===== src/rtl/alu_mul_seq_pkg.sv =====
// Shared definitions for the alu and the shift-and-add multiply sequencer.
// Holds the alu funct encoding and the sequencer state type.
package alu_mul_seq_pkg;

    typedef enum logic [3:0] {
        SUM         = 4'd0,
        SHIFT_LEFT  = 4'd1,
        SUB         = 4'd2,
        LOAD        = 4'd3,
        XOR         = 4'd4,
        SHIFT_RIGHT = 4'd5,
        NOT         = 4'd6,
        AND         = 4'd7
    } alu_funct_t;

    typedef enum logic [1:0] {
        IDLE = 2'd0,
        BUSY = 2'd1,
        DONE = 2'd2
    } mul_state_t;

endpackage


===== src/rtl/alu_mul_seq.sv =====
// Shift-and-add multiplier sequencer that borrows the shared alu for its adds.
// ALU_MUL_EARLY_EXIT_EN: stop once no multiplier bits remain instead of a fixed WIDTH iterations.
//
// state | meaning
// IDLE  | waiting for an operand pair, req_ready high
// BUSY  | one partial-product add per cycle through the alu
// DONE  | product held on rsp_* until rsp_ready
module alu_mul_seq
    import alu_mul_seq_pkg::*;
#(
    parameter int WIDTH = 64
) (
    input  logic             clk,
    input  logic             reset,
    input  logic             req_valid,
    output logic             req_ready,
    input  logic [WIDTH-1:0] req_a,
    input  logic [WIDTH-1:0] req_b,
    output logic             rsp_valid,
    input  logic             rsp_ready,
    output logic [WIDTH-1:0] rsp_product,
    output logic             rsp_zero,
    output logic             busy,
    output logic [3:0]       alu_funct,
    output logic [WIDTH-1:0] alu_a,
    output logic [WIDTH-1:0] alu_b,
    input  logic [WIDTH-1:0] alu_result
);

    localparam int CNT_W = $clog2(WIDTH) + 1;

    mul_state_t       state;
    logic [WIDTH-1:0] acc;
    logic [WIDTH-1:0] mcand;
    logic [WIDTH-1:0] mplier;
    logic [CNT_W-1:0] cnt;
    logic             last_iter;

`ifdef ALU_MUL_EARLY_EXIT_EN
    // The count limit is redundant here but keeps the iteration bound explicit.
    assign last_iter = ((mplier >> 1) == '0) || (cnt == CNT_W'(WIDTH - 1));
`else
    assign last_iter = (cnt == CNT_W'(WIDTH - 1));
`endif

    always_ff @(posedge clk) begin
        if (reset) begin
            state  <= IDLE;
            acc    <= '0;
            mcand  <= '0;
            mplier <= '0;
            cnt    <= '0;
        end else begin
            case (state)
                IDLE: begin
                    if (req_valid) begin
                        mcand  <= req_a;
                        mplier <= req_b;
                        acc    <= '0;
                        cnt    <= '0;
                        state  <= BUSY;
                    end
                end
                BUSY: begin
                    acc    <= alu_result;
                    mcand  <= mcand << 1;
                    mplier <= mplier >> 1;
                    cnt    <= cnt + 1'b1;
                    if (last_iter) begin
                        state <= DONE;
                    end
                end
                DONE: begin
                    if (rsp_ready) begin
                        state <= IDLE;
                    end
                end
                default: state <= IDLE;
            endcase
        end
    end

    assign req_ready   = (state == IDLE);
    assign busy        = (state == BUSY);
    assign rsp_valid   = (state == DONE);
    assign rsp_product = acc;
    assign rsp_zero    = (acc == '0);

    // Outside BUSY the alu inputs are parked at zero so the shared alu stays quiet.
    always_comb begin
        alu_funct = SUM;
        alu_a     = '0;
        alu_b     = '0;
        if (state == BUSY) begin
            alu_a = acc;
            alu_b = mplier[0] ? mcand : '0;
        end
    end

endmodule


===== config.mk =====
export PLATFORM = sky130hd
export DESIGN_NAME = alu_mul_seq
export DESIGN_NICKNAME = d
export VERILOG_FILES = /design/src/rtl/alu_mul_seq_pkg.sv /design/src/rtl/alu_mul_seq.sv
export SDC_FILE = /design/constraint.sdc
export NUM_CORES = 1
export LEC_CHECK = 0
export CORE_ASPECT_RATIO = 1.75
export CORE_MARGIN = 10
export CORE_UTILIZATION = 30
export DETAILED_ROUTE_END_ITERATION = 7
export PLACE_DENSITY = 0.71
export SLEW_MARGIN = 20
export SYNTH_ARGS = -nofsm -noshare
export SYNTH_HDL_FRONTEND = slang
export SYNTH_SLANG_ARGS = --single-unit

===== constraint.sdc =====
create_clock -name clk -period 1.7 [get_ports clk]
set_input_delay 0.17 -clock clk [delete_from_list [all_inputs] [get_ports clk]]
set_output_delay 0.17 -clock clk [all_outputs]
set_load 0.01 [all_outputs]

==> load_flow_metrics.sql <==
INSERT INTO impl_metrics (metric_group, metric, value, unit) VALUES
('run_status', 'outcome', 'complete, but fails checks', ''),
('run_status', 'violated_checks', 'negative setup slack', ''),
('route', 'post_drt_wl_per_cell', '21.9', 'µm'),
('place', 'post-place-ws', '-281', 'ps'),
('synth', 'ys.warnings.count', '0', ''),
('clock_network', 'insertion_delay', '520', 'ps'),
('clock_network', 'cts_tree', 'built', ''),
('sta', 'fmax', '498', 'MHz'),
('route', 'remaining_routing_drc_violations', '0', ''),
('power_and_ir_drop', 'cellLeakagePower', '8.13', 'nW'),
('floorplan', 'floorplan.initialDensity', '30.3', '%'),
('sta', 'grt_setup_unrepaired', 'yes', ''),
('synth', 'register_bit_count_reported_by_yosys', '201', ''),
('floorplan', 'floorplan.die.height', '253', 'µm'),
('synth', 'synth.area.top_cells', 'dfxtp_1, a311oi_1, nand2_1, nor2_1, a22oi_1', ''),
('floorplan', 'design.core.area', '30600', 'µm²'),
('floorplan', 'die_area', '38700', 'µm²'),
('grt', 'grt_pass1_wl', '62300', 'µm'),
('cells_and_area', 'fin_cells', '2086', ''),
('route', 'first_iter_violations', '475', ''),
('sta', 'finClkSkew', '14.9', 'ps'),
('sta', 'final_min_period_over_clock_period', '118', '%'),
('route', 'route.vias.total', '11100', ''),
('cells_and_area', 'syn2layout_area_growth', '93.1', '%'),
('sta', 'timing_max_transition_violations_final', '0', ''),
('cells_and_area', 'finalNetCount', '1870', ''),
('setup_path', 'setup.worst_path.end_class', 'primary output', ''),
('floorplan', 'die_x', '153', 'µm'),
('synth', 'synth_area_per_cell', '8.06', 'µm²'),
('route', 'route.detailed.vias_per_inst', '5.33', ''),
('synth', 'top_area_cell_type_share_of_the_netlist_area', '43.3', '%'),
('place', 'port_buffers', '391', ''),
('power_and_ir_drop', 'vdd_ir_drop_max', '0.734', 'mV'),
('synth', 'netlist_instances', '1153', ''),
('setup_path', 'timing.critical_path.required', '1530', 'ps'),
('grt', 'largest_net_degree_at_the_start_of_global_routing', '56', ''),
('clock_network', 'cts_made_buffers', '20', ''),
('synth', 'synth-seq-area-share', '43.3', '%'),
('synth', 'synth_top_cell_by_area', 'dfxtp_1', ''),
('sta', 'number_of_failing_setup_endpoints_in_the_final_timing_report', '151', ''),
('sta', 'fin_ws', '-307', 'ps'),
('synth', 'ys_dominant_reg_cell', 'dfxtp_1', ''),
('clock_network', 'clk_path_buf_depth', '3', ''),
('floorplan', 'total_number_of_placement_rows', '85', ''),
('setup_path', 'critical_path_peak_fanout', '8', ''),
('grt', 'grt_antenna_before_repair', '8', ''),
('cells_and_area', 'utilization', '58.6', '%'),
('sta', 'layout_min_cycle_time', '2010', 'ps'),
('setup_path', 'worst_setup_path_start_kind', 'flip-flop', ''),
('grt', 'groute.usage.overall', '19.8', '%'),
('clock_network', 'cts_htree_levels', '1', ''),
('synth', 'ys_types', '41', ''),
('route', 'route.final.wire_length', '45600', 'µm'),
('route', 'ant_nets', '0', ''),
('hold_path', 'worstHoldPathType', 'in -> reg', ''),
('setup_path', 'critPathKind', 'reg -> out', ''),
('floorplan', 'number_of_ports_placed_on_the_die_boundary', '396', ''),
('clock_network', 'ctsRootBufferMaster', 'clkbuf_16', ''),
('power_and_ir_drop', 'power_density', '757', 'nW/µm²'),
('cells_and_area', 'stdcell_area', '17900', 'µm²'),
('setup_path', 'worstPathArrival', '1840', 'ps'),
('cells_and_area', 'drive_gt1_share', '39.7', '%'),
('route', 'detailedRoute.firstPassIterationCount', '5', ''),
('clock_network', 'clock_sink_count', '201', ''),
('place', 'gpl_wtd_cong', '0.936', ''),
('place', 'detailed_place_hpwl', '28600', 'µm'),
('grt', 'globalRoute.totalOverflow', '0', ''),
('clock_network', 'clkSlewWorstSetupHoldPaths', '60', 'ps'),
('place', 'place_inst', '1953', ''),
('synth', 'async_flop_share', '0', '%'),
('sta', 'final-hold-violation-count', '0', ''),
('job', 'maxCapViolations', '0', ''),
('grt', 'first_global_vias', '11200', ''),
('synth', 'synthMostInstantiatedCell', 'nand2_1', ''),
('synth', 'netlist_top_cells_count', 'nand2_1, dfxtp_1, nor2_1, a311oi_1, a22oi_1', ''),
('synth', 'syn_area', '9290', 'µm²'),
('synth', 'synth_enable_flop_cells', '0', ''),
('place', 'dpl_cell_area', '14400', 'µm²');
## sequential cells by signal (all words and copies together), names as in the netlist
signal,flops
cnt,7
mcand,64
mplier,64
rsp_product,64
state,2
## critical path: stages (launching register included)
cell and delay (ps):
dfxtp_2 320, nand2b_4 190, buf_12 150, clkinv_16 80
buf_12 150, buf_16 140, and3_4 180, buf_6 120
## layout make-up
cell class / count / area [µm²]
Timing Repair Buffer: 617 / 6850
Tap cell: 391 / 489
Antenna cell: 8 / 20.0
Sequential cell: 201 / 4040
Timing Repair inverter: 1 / 30.0
Multi-Input combinational cell: 829 / 5760
Clock buffer: 25 / 561
Fill cell: 2472 / 12700
Clock inverter: 11 / 168
Inverter: 3 / 23.8
## layout by cell type (no fill, tap or decap), drive strengths merged, types with 37 or more instances in the layout
| cell | netlist | final |
|---|---|---|
| dlygate4sd2 | 0 | 37 |
| dfxtp | 201 | 201 |
| nand2 | 218 | 218 |
| nor2 | 195 | 195 |
| buf | 65 | 341 |
| a22oi | 65 | 65 |
| and2 | 64 | 64 |
| and3 | 64 | 64 |
| clkdlybuf4s50 | 0 | 194 |
| clkbuf | 58 | 42 |
| a311oi | 107 | 107 |
## report_power, final
group          internal, W  leakage [nW]  total, W  switching, W
Combinational      0.00183          6.11   0.00331       0.00149
Sequential         0.00506          1.67   0.00535      0.000289
Clock              0.00296         0.352   0.00492       0.00196
## routing by layer
| layer | vias up | wire, µm | global-route usage (%) |
|---|---|---|---|
| met2 | 495 | 24200 | 37.3 |
| met5 | - | 17 | 0 |
| met3 | 150 | 3190 | 5.45 |
| met4 | 2 | 2550 | 9.81 |
| met1 | 5345 | 15600 | 19.2 |
| li1 | 5124 | - | - |
## path summary, 6_finish.rpt
kind	slack, ps	to	cells past startpoint	from
hold reg to reg	480	mplier[54]$_SDFFE_PP0P_	2	mplier[55]$_SDFFE_PP0P_
setup / recovery	-310	alu_b[50]	7	state[1]$_SDFFE_PP0P_
setup reg to reg	-80	mplier[19]$_SDFFE_PP0P_	10	state[1]$_SDFFE_PP0P_
hold / removal	240	mcand[43]$_SDFFE_PP0P_	3	req_a[43]
## timing repair
item,4_1_cts,5_1_grt
gates cloned,15,20
gates resized for setup,743,354
hold endpoints to repair,15,0
endpoints found under the setup margin,178,233
pin swaps,39,125
buffers inserted,28,33
hold buffers,1,0
## metrics by stage
stage / hold WS [ps] / power (W) / setup TNS (ps)
2_1_floorplan: 332 / 0.00647 / 0
3_3_place_gp: 460 / 0.00777 / -2080
3_5_place_dp: 470 / 0.00781 / -1790
4_1_cts: 206 / 0.0131 / -22550
5_1_grt: 249 / 0.0141 / -30990
6_report: 237 / 0.0136 / -21960
## logic make-up after synthesis
logic type	count (synthesis)	synth area share [%]
and+or+nand+nor	595	29.1
AOI/OAI and AO/OA	228	20.3
DFF	201	43.3
buffers and inverters	126	7.06
muxes	1	0.108
adders and majority gates	1	0.135
other	1	0.0404
Power figures use the tool's default switching activity.
